<file path="config.mk">
export PLATFORM = sky130hd
export DESIGN_NAME = time_disp_scan
export DESIGN_NICKNAME = d
export VERILOG_FILES = /design/src/rtl/time_disp_scan.sv
export SDC_FILE = /design/constraint.sdc
export NUM_CORES = 1
export LEC_CHECK = 0
export ABC_CLOCK_PERIOD_IN_PS = 3300
export BUFFER_PORTS_ARGS = -buffer_cell sky130_fd_sc_hd__buf_2
export CAP_MARGIN = 15
export CORE_AREA = 8 8 100 102
export DETAILED_ROUTE_END_ITERATION = 8
export DIE_AREA = 0 0 108 110
export SYNTH_ARGS = -nofsm -noshare
export SYNTH_HDL_FRONTEND = slang
export SYNTH_SLANG_ARGS = --single-unit
</file>
<file path="constraint.sdc">
create_clock -name clk -period 3.3 [get_ports clk]
set_input_delay 0.165 -clock clk [delete_from_list [all_inputs] [get_ports clk]]
set_output_delay 0.165 -clock clk [all_outputs]
set_load 0.005 [all_outputs]
</file>
<file path="src/rtl/time_disp_scan.sv">
// Multiplexed 8-digit common-anode 7-segment scanner for the packed BCD time word.
// Snapshots the time word once per frame so a scan never shows a half-updated time.
module time_disp_scan #(
  parameter int SCAN_DIV  = 50000,
  parameter int BLANK_CYC = 2,
  parameter int LZ_BLANK  = 1
) (
  input  logic        clk,
  input  logic        rst,
  input  logic [31:0] time_in,
  input  logic        tick_1s,
  input  logic        blank_en,
  output logic [7:0]  an,
  output logic [7:0]  seg,
  output logic        frame_sync
);

  localparam int CW = (SCAN_DIV > 1) ? $clog2(SCAN_DIV) : 1;
  localparam logic [CW-1:0] CNT_LAST  = CW'(SCAN_DIV - 1);
  localparam logic [CW-1:0] CNT_BLANK = CW'(BLANK_CYC);

  logic [CW-1:0] cnt_q, cnt_d;
  logic [2:0]    idx_q, idx_d;
  logic [31:0]   snap_q, snap_d;
  logic          phase_q, phase_d;
  logic [7:0]    an_q, an_d;
  logic [7:0]    seg_q, seg_d;
  logic          fsync_q, fsync_d;

  logic          slot_end;
  logic          wrap;
  logic [3:0]    nib;

  function automatic logic [7:0] font7(input logic [3:0] n);
    logic [7:0] f;
    case (n)
      4'h0: f = 8'hC0;
      4'h1: f = 8'hF9;
      4'h2: f = 8'hA4;
      4'h3: f = 8'hB0;
      4'h4: f = 8'h99;
      4'h5: f = 8'h92;
      4'h6: f = 8'h82;
      4'h7: f = 8'hF8;
      4'h8: f = 8'h80;
      4'h9: f = 8'h90;
      4'hA: f = 8'h88;
      4'hB: f = 8'h83;
      4'hC: f = 8'hC6;
      4'hD: f = 8'hA1;
      4'hE: f = 8'h86;
      default: f = 8'h8E;
    endcase
    return f;
  endfunction

  always_comb begin
    slot_end = (cnt_q == CNT_LAST);
    wrap     = slot_end && (idx_q == 3'd0);
    cnt_d    = slot_end ? '0 : cnt_q + 1'b1;
    idx_d    = slot_end ? idx_q - 3'd1 : idx_q;
    snap_d   = wrap ? time_in : snap_q;
    fsync_d  = wrap;
    phase_d  = phase_q ^ tick_1s;

    nib = snap_q[{idx_q, 2'b00} +: 4];

    // Digits 5 and 2 sit on the zero separator nibbles and show a blinking dash instead.
    if (idx_q == 3'd5 || idx_q == 3'd2) begin
      seg_d = phase_q ? 8'hBF : 8'hFF;
    end else if (LZ_BLANK != 0 && idx_q == 3'd7 && nib == 4'h0) begin
      seg_d = 8'hFF;
    end else begin
      seg_d = font7(nib);
    end

    if (cnt_q >= CNT_BLANK && !blank_en) begin
      an_d = ~(8'b1 << idx_q);
    end else begin
      an_d = 8'hFF;
    end
  end

  always_ff @(posedge clk or negedge rst) begin
    if (!rst) begin
      cnt_q   <= '0;
      idx_q   <= 3'd7;
      snap_q  <= 32'h0;
      phase_q <= 1'b1;
      an_q    <= 8'hFF;
      seg_q   <= 8'hFF;
      fsync_q <= 1'b0;
    end else begin
      cnt_q   <= cnt_d;
      idx_q   <= idx_d;
      snap_q  <= snap_d;
      phase_q <= phase_d;
      an_q    <= an_d;
      seg_q   <= seg_d;
      fsync_q <= fsync_d;
    end
  end

  assign an         = an_q;
  assign seg        = seg_q;
  assign frame_sync = fsync_q;

endmodule

</file>
Yosys cells after proc, flatten, opt, wreduce, memory -nomap -nowiden. Memories as Yosys holds them, arrays and structs flattened. Cells that the tools add are included.

Register bits: 69. Memory bits (read-only): 112. Output and inout port bits: 17. Word-level logic and storage cells: 31. Memories: 1.

Add/subtract/negate cells: 2. $lt $le $gt $ge: 1. Equality and inequality tests: 4. Shifts and indexed selects: 2. Multiplexer cells: 5. Bitwise logic cells: 2. Reduce and logical (&&, ||, !) cells: 7.

Memory list: (name not given) (words 16, bits a word 7, rd ports 1, clocked after memory_dff 0, wr ports 0, line 36) `case (n)`.

Operators by type and width (count): $shiftx 32x6->4 (1); $mux 8 (3); $add 16x1->16 const B (1); $eq 16x16->1 const B (1); $ge 16x2->1 const B (1); $mux 16 (1); $not 8->8 (1); $shl 1x3->8 const A (1); $mux 7 (1); $eq 3x3->1 const B (2); $logic_not 4->1 (1); $eq 3x2->1 const B (1); $logic_and 1x1->1 (3); $logic_not 3->1 (1); $sub 3x1->3 const B (1); $logic_not 1->1 (1); $logic_or 1x1->1 (1); $xor 1x1->1 (1).

Depth between registers and ports, before layout.
Depth in word-level cells: 5. Mapped depth: 9.

Worst setup path after synthesis. OpenSTA, ideal clock, no wires.

Path type: flip-flop to flip-flop. Start point: register idx_q[0]. End point: register seg_q[6], in the netlist seg[6]. Library setup time: 103 ps. Arrival: 2413 ps. Slack: 784 ps. Cell stages (with the launch flop): 10. Buffers on the path: 1. Path through: dfstp_2 -> buf_2 -> mux4_2 -> mux2i_1 -> inv_1 -> ha_1 -> nand2_1 -> o21ai_0 -> a32oi_1 -> a32oi_1.

Word-level cells in the longest chain between the ends: 5. Elaborated cells on any way between the ends: 10.

Ends and longest elaborated chain: start, declared (line 23) `logic [2:0] idx_q, idx_d;`; start signal, assigned (line 95) `idx_q <= idx_d;`; branches (longest 4 deep; another with $mem_v2 16x7); $mux 8 (*) (line 69) `if (idx_q == 3'd5 || idx_q == 3'd2) begin`; named net seg_d[6] (line 27) `logic [7:0] seg_q, seg_d;`; end signal, assigned (line 99) `seg_q <= seg_d;`; end, declared (line 27).

Mark *: on every way through the listed nets, which the timed path passes. A chain may end at the register's enable or synchronous reset.

Final worst setup path. Ends and elaborated chain as after synthesis.

==> impl_metrics.env <==
export IMPL_seq_power_share_pct=46.5
export IMPL_htree_num_levels=3
export IMPL_setup_worst_path_class="flip-flop to flip-flop"
export IMPL_cts_root_buf="clkbuf_8"
export IMPL_gp_congestion=0.8170
export IMPL_critPathLaunchType="flip-flop"
export IMPL_peak_supply_drop_uv=197.3
export IMPL_clock_insertion_delay_worst_skew_ps=340
export IMPL_die_x_um=108
export IMPL_first_global_vias=2144
export IMPL_clock_tree_buffer_depth=2
export IMPL_dp_hpwl_um=4638
export IMPL_drc_errors=0
export IMPL_p_int_w=0.001528
export IMPL_power_switching_share_pct=20.64
export IMPL_ios=53
export IMPL_data_required_critical_path_ps=3530
export IMPL_worst_slack_ps=647.4
export IMPL_fin_nets=362
export IMPL_global_route_total_overflow=0
export IMPL_cts_num_sinks=68
export IMPL_synth_seq_cells=68
export IMPL_inserted_clock_buffers=9
export IMPL_routed_wire_length_per_instance_um=15.45
export IMPL_cts_tree="done"
export IMPL_finalSetupViolations=0
export IMPL_syn_area_per_cell_sq_um=13.21
export IMPL_timing_slew_headroom_pct=56.87
export IMPL_detailedPlace_worstSlack_ps=636.6
export IMPL_max_freq_mhz=377.0
export IMPL_post_layout_nonfiller_instances=426
export IMPL_hold_violations=0
export IMPL_report_power_total_w=0.001925
export IMPL_power_switching_w=0.0003974
export IMPL_antenna_found_initial=0
export IMPL_syn_cell_area_sq_mm=0.003354
export IMPL_fp_coreArea_sq_mm=0.008466
export IMPL_tightestPinTransition_ps=647.0
export IMPL_die_area_sq_mm=0.01188
export IMPL_netlist_cell_type_count=41
export IMPL_initialDrtViolationCount=69
export IMPL_max_cap_viol_count=0
export IMPL_hold_crit_class="primary input to flip-flop"
export IMPL_powerDensity_mw_per_mm2=480.4
export IMPL_syn_inst=254
export IMPL_postRouteAntennaNets=0
export IMPL_grt_first_pass_wirelength_um=10780
export IMPL_routed_wl_met3_um=357
export IMPL_first_pass_iters=4
export IMPL_placement_rows=34
export IMPL_vias=2081
export IMPL_layout_drive_gt1_share_pct=42.77
export IMPL_combPwrFrac_pct=6.8
export IMPL_yosysWarningCount=0
export IMPL_final_period_utilization_pct=80.38
export IMPL_final_max_slew_violation_count=0
export IMPL_die_h_um=110
export IMPL_initial_utilization_pct=39.62
export IMPL_status="completed"
export IMPL_rsz0062_at_grt="no"
export IMPL_tns_ps=0
export IMPL_flow_area_growth_from_synthesis_pct=19.47
export IMPL_fillCellCount=776
export IMPL_cp_end_kind="flip-flop"
export IMPL_power_frac_clock_pct=46.7
export IMPL_synthesis_nets=303
export IMPL_post_place_cells=407
export IMPL_synth_yosys_seq_area_share_pct=51.44
export IMPL_gr_usage_all_layers_pct=11.81
export IMPL_post_route_min_period_ps=2653
export IMPL_cts_repair_timing_setup_buffer_count=0
export IMPL_vias_per_cell=4.885
export IMPL_wl_met2_um=2851
export IMPL_worst_setup_hold_path_clk_slew_ps=80
export IMPL_largest_net_degree_at_the_start_of_global_routing=50
export IMPL_fin_skew_ps=7.369
export IMPL_top_layer="met4"
export IMPL_worstPathArrival_ps=2880
export IMPL_route_final_wire_length_um=6582
export IMPL_leakagePower_nw=1.878
export IMPL_cp_max_fo=11
export IMPL_drt_met1_wl_um=3211
export IMPL_io_buffer_count=51
export IMPL_antenna_diodes=0
[synth_stat cells (all sizes together)]
library cell | instances | area, sq um
dfrtp | 49 | 1226
mux2 | 34 | 495.5
nand2 | 26 | 97.59
dfstp | 19 | 499.2
nor2 | 18 | 67.56
ha | 13 | 162.7
xor2 | 9 | 78.83
buf | 8 | 62.55
mux4 | 8 | 180.2
nand3 | 8 | 40.04
xnor2 | 8 | 70.07
nor3 | 7 | 35.03
inv | 6 | 22.52
and3 | 5 | 31.28
mux2i | 5 | 50.05
o21ai | 4 | 20.02
a32oi | 2 | 17.52
and2 | 2 | 12.51
clkbuf | 2 | 7.510
nand4 | 2 | 12.51
nor2b | 2 | 12.51
nor4 | 2 | 27.53
o211ai | 2 | 15.01
or4 | 2 | 18.77
a211oi | 1 | 7.510
a21oi | 1 | 5.000
a31oi | 1 | 6.260
and4 | 1 | 8.760
conb | 1 | 3.750
nand3b | 1 | 20.02
nor3b | 1 | 7.510
o21a | 1 | 7.510
o221ai | 1 | 8.760
o31a | 1 | 8.760
o31ai | 1 | 7.510
[power by group through the flow]
stage                     logic (W)  registers (W)  clock network (W)
final                      0.000131       0.000896           0.000898
after global routing       0.000147       0.000900           0.000961
after CTS                  0.000130       0.000896           0.000919
after detailed placement   0.000128       0.000911                  0
after global placement     0.000126       0.000910                  0
after floorplan           0.0000673       0.000907                  0
[critical path: stages (launching register included)]
cell     delay, ps
dfstp_2        740
mux4_2         580
mux2i_1        330
inv_1          160
ha_1           280
nand2_1         70
o21ai_0         90
a32oi_1        160
a32oi_1        130
[layer usage]
| metal | vias to the layer above | track usage, % |
|---|---|---|
| li1 | 1003 | - |
| met4 | 0 | 7.334 |
| met1 | 1012 | 16.34 |
| met3 | 13 | 3.372 |
| met2 | 53 | 15.87 |
| met5 | - | 0 |
[worst paths after layout]
kind | from | endpoint | slack, ps | cells past startpoint
max | idx_q[0] | seg[6] | 650 | 8
min reg2reg | cnt_q[0] | cnt_q[0] | 510 | 1
max in group asynchronous | rst | idx_q[2] | 2310 | 4
max reg2reg | idx_q[0] | seg[6] | 650 | 8
min | time_in[20] | snap_q[20] | 50 | 2
min in group asynchronous | rst | snap_q[22] | 210 | 2
[timing repair]
item	in CTS	in global routing
gates resized for setup	0	0
hold buffers	1	1
endpoints found under the hold margin	1	46
[flip-flops by register name (all words and copies together), names as in the netlist]
name,flops
snap_q,32
cnt_q,16
an,8
seg,7
idx_q,3
frame_sync,1
phase_q,1
[final cells by class]
class                           instances  area, sq um  area share (%)
Clock buffer                            9        123.9           3.091
Clock inverter                          7        138.9           3.465
Inverter                                6        22.52          0.5620
Multi-Input combinational cell        170         1536           38.34
Sequential cell                        68         1725           43.05
Tap cell                              108        135.1           3.372
Timing Repair Buffer                   58        325.3           8.117
[placed cells by master, fill, tap and decap left out, types with 4 or more instances in the layout]
| master | netlist | layout |
|---|---|---|
| and3_1 | 5 | 5 |
| buf_2 | 2 | 51 |
| buf_4 | 2 | 4 |
| bufinv_16 | 0 | 4 |
| clkbuf_8 | 0 | 9 |
| dfrtp_1 | 49 | 49 |
| dfstp_2 | 19 | 19 |
| ha_1 | 13 | 13 |
| inv_1 | 6 | 6 |
| mux2_2 | 4 | 4 |
| mux2_4 | 30 | 30 |
| mux2i_1 | 5 | 5 |
| mux4_2 | 8 | 8 |
| nand2_1 | 26 | 26 |
| nand3_1 | 8 | 8 |
| nor2_1 | 18 | 18 |
| nor3_1 | 7 | 7 |
| o21ai_0 | 4 | 4 |
| xnor2_1 | 8 | 8 |
| xor2_1 | 9 | 9 |
[stage by stage]
stage	util [%]	hold WS [ps]	instance area, sq um
6_report	47.34	48.44	4008
5_1_grt	47.34	27.04	4008
3_3_place_gp	43.76	321.1	3705
4_1_cts	46.98	27.79	3978
3_5_place_dp	43.76	324.0	3705
2_1_floorplan	-	-130.6	3354
[logic make-up (layout without fill, tap and decap cells)]
family,Yosys count,in the layout,share of synthesized area (%)
AND/OR/NAND/NOR,77,77,11.67
flip-flops,68,68,51.44
multiplexers,47,47,21.63
XOR/XNOR,17,17,4.439
buffers and inverters,16,80,2.760
AO/OA/AOI/OAI,15,15,3.096
adder cells (fa/ha/maj),13,13,4.849
other,1,1,0.1118
Note: power is estimated with default switching activity, not from simulation.
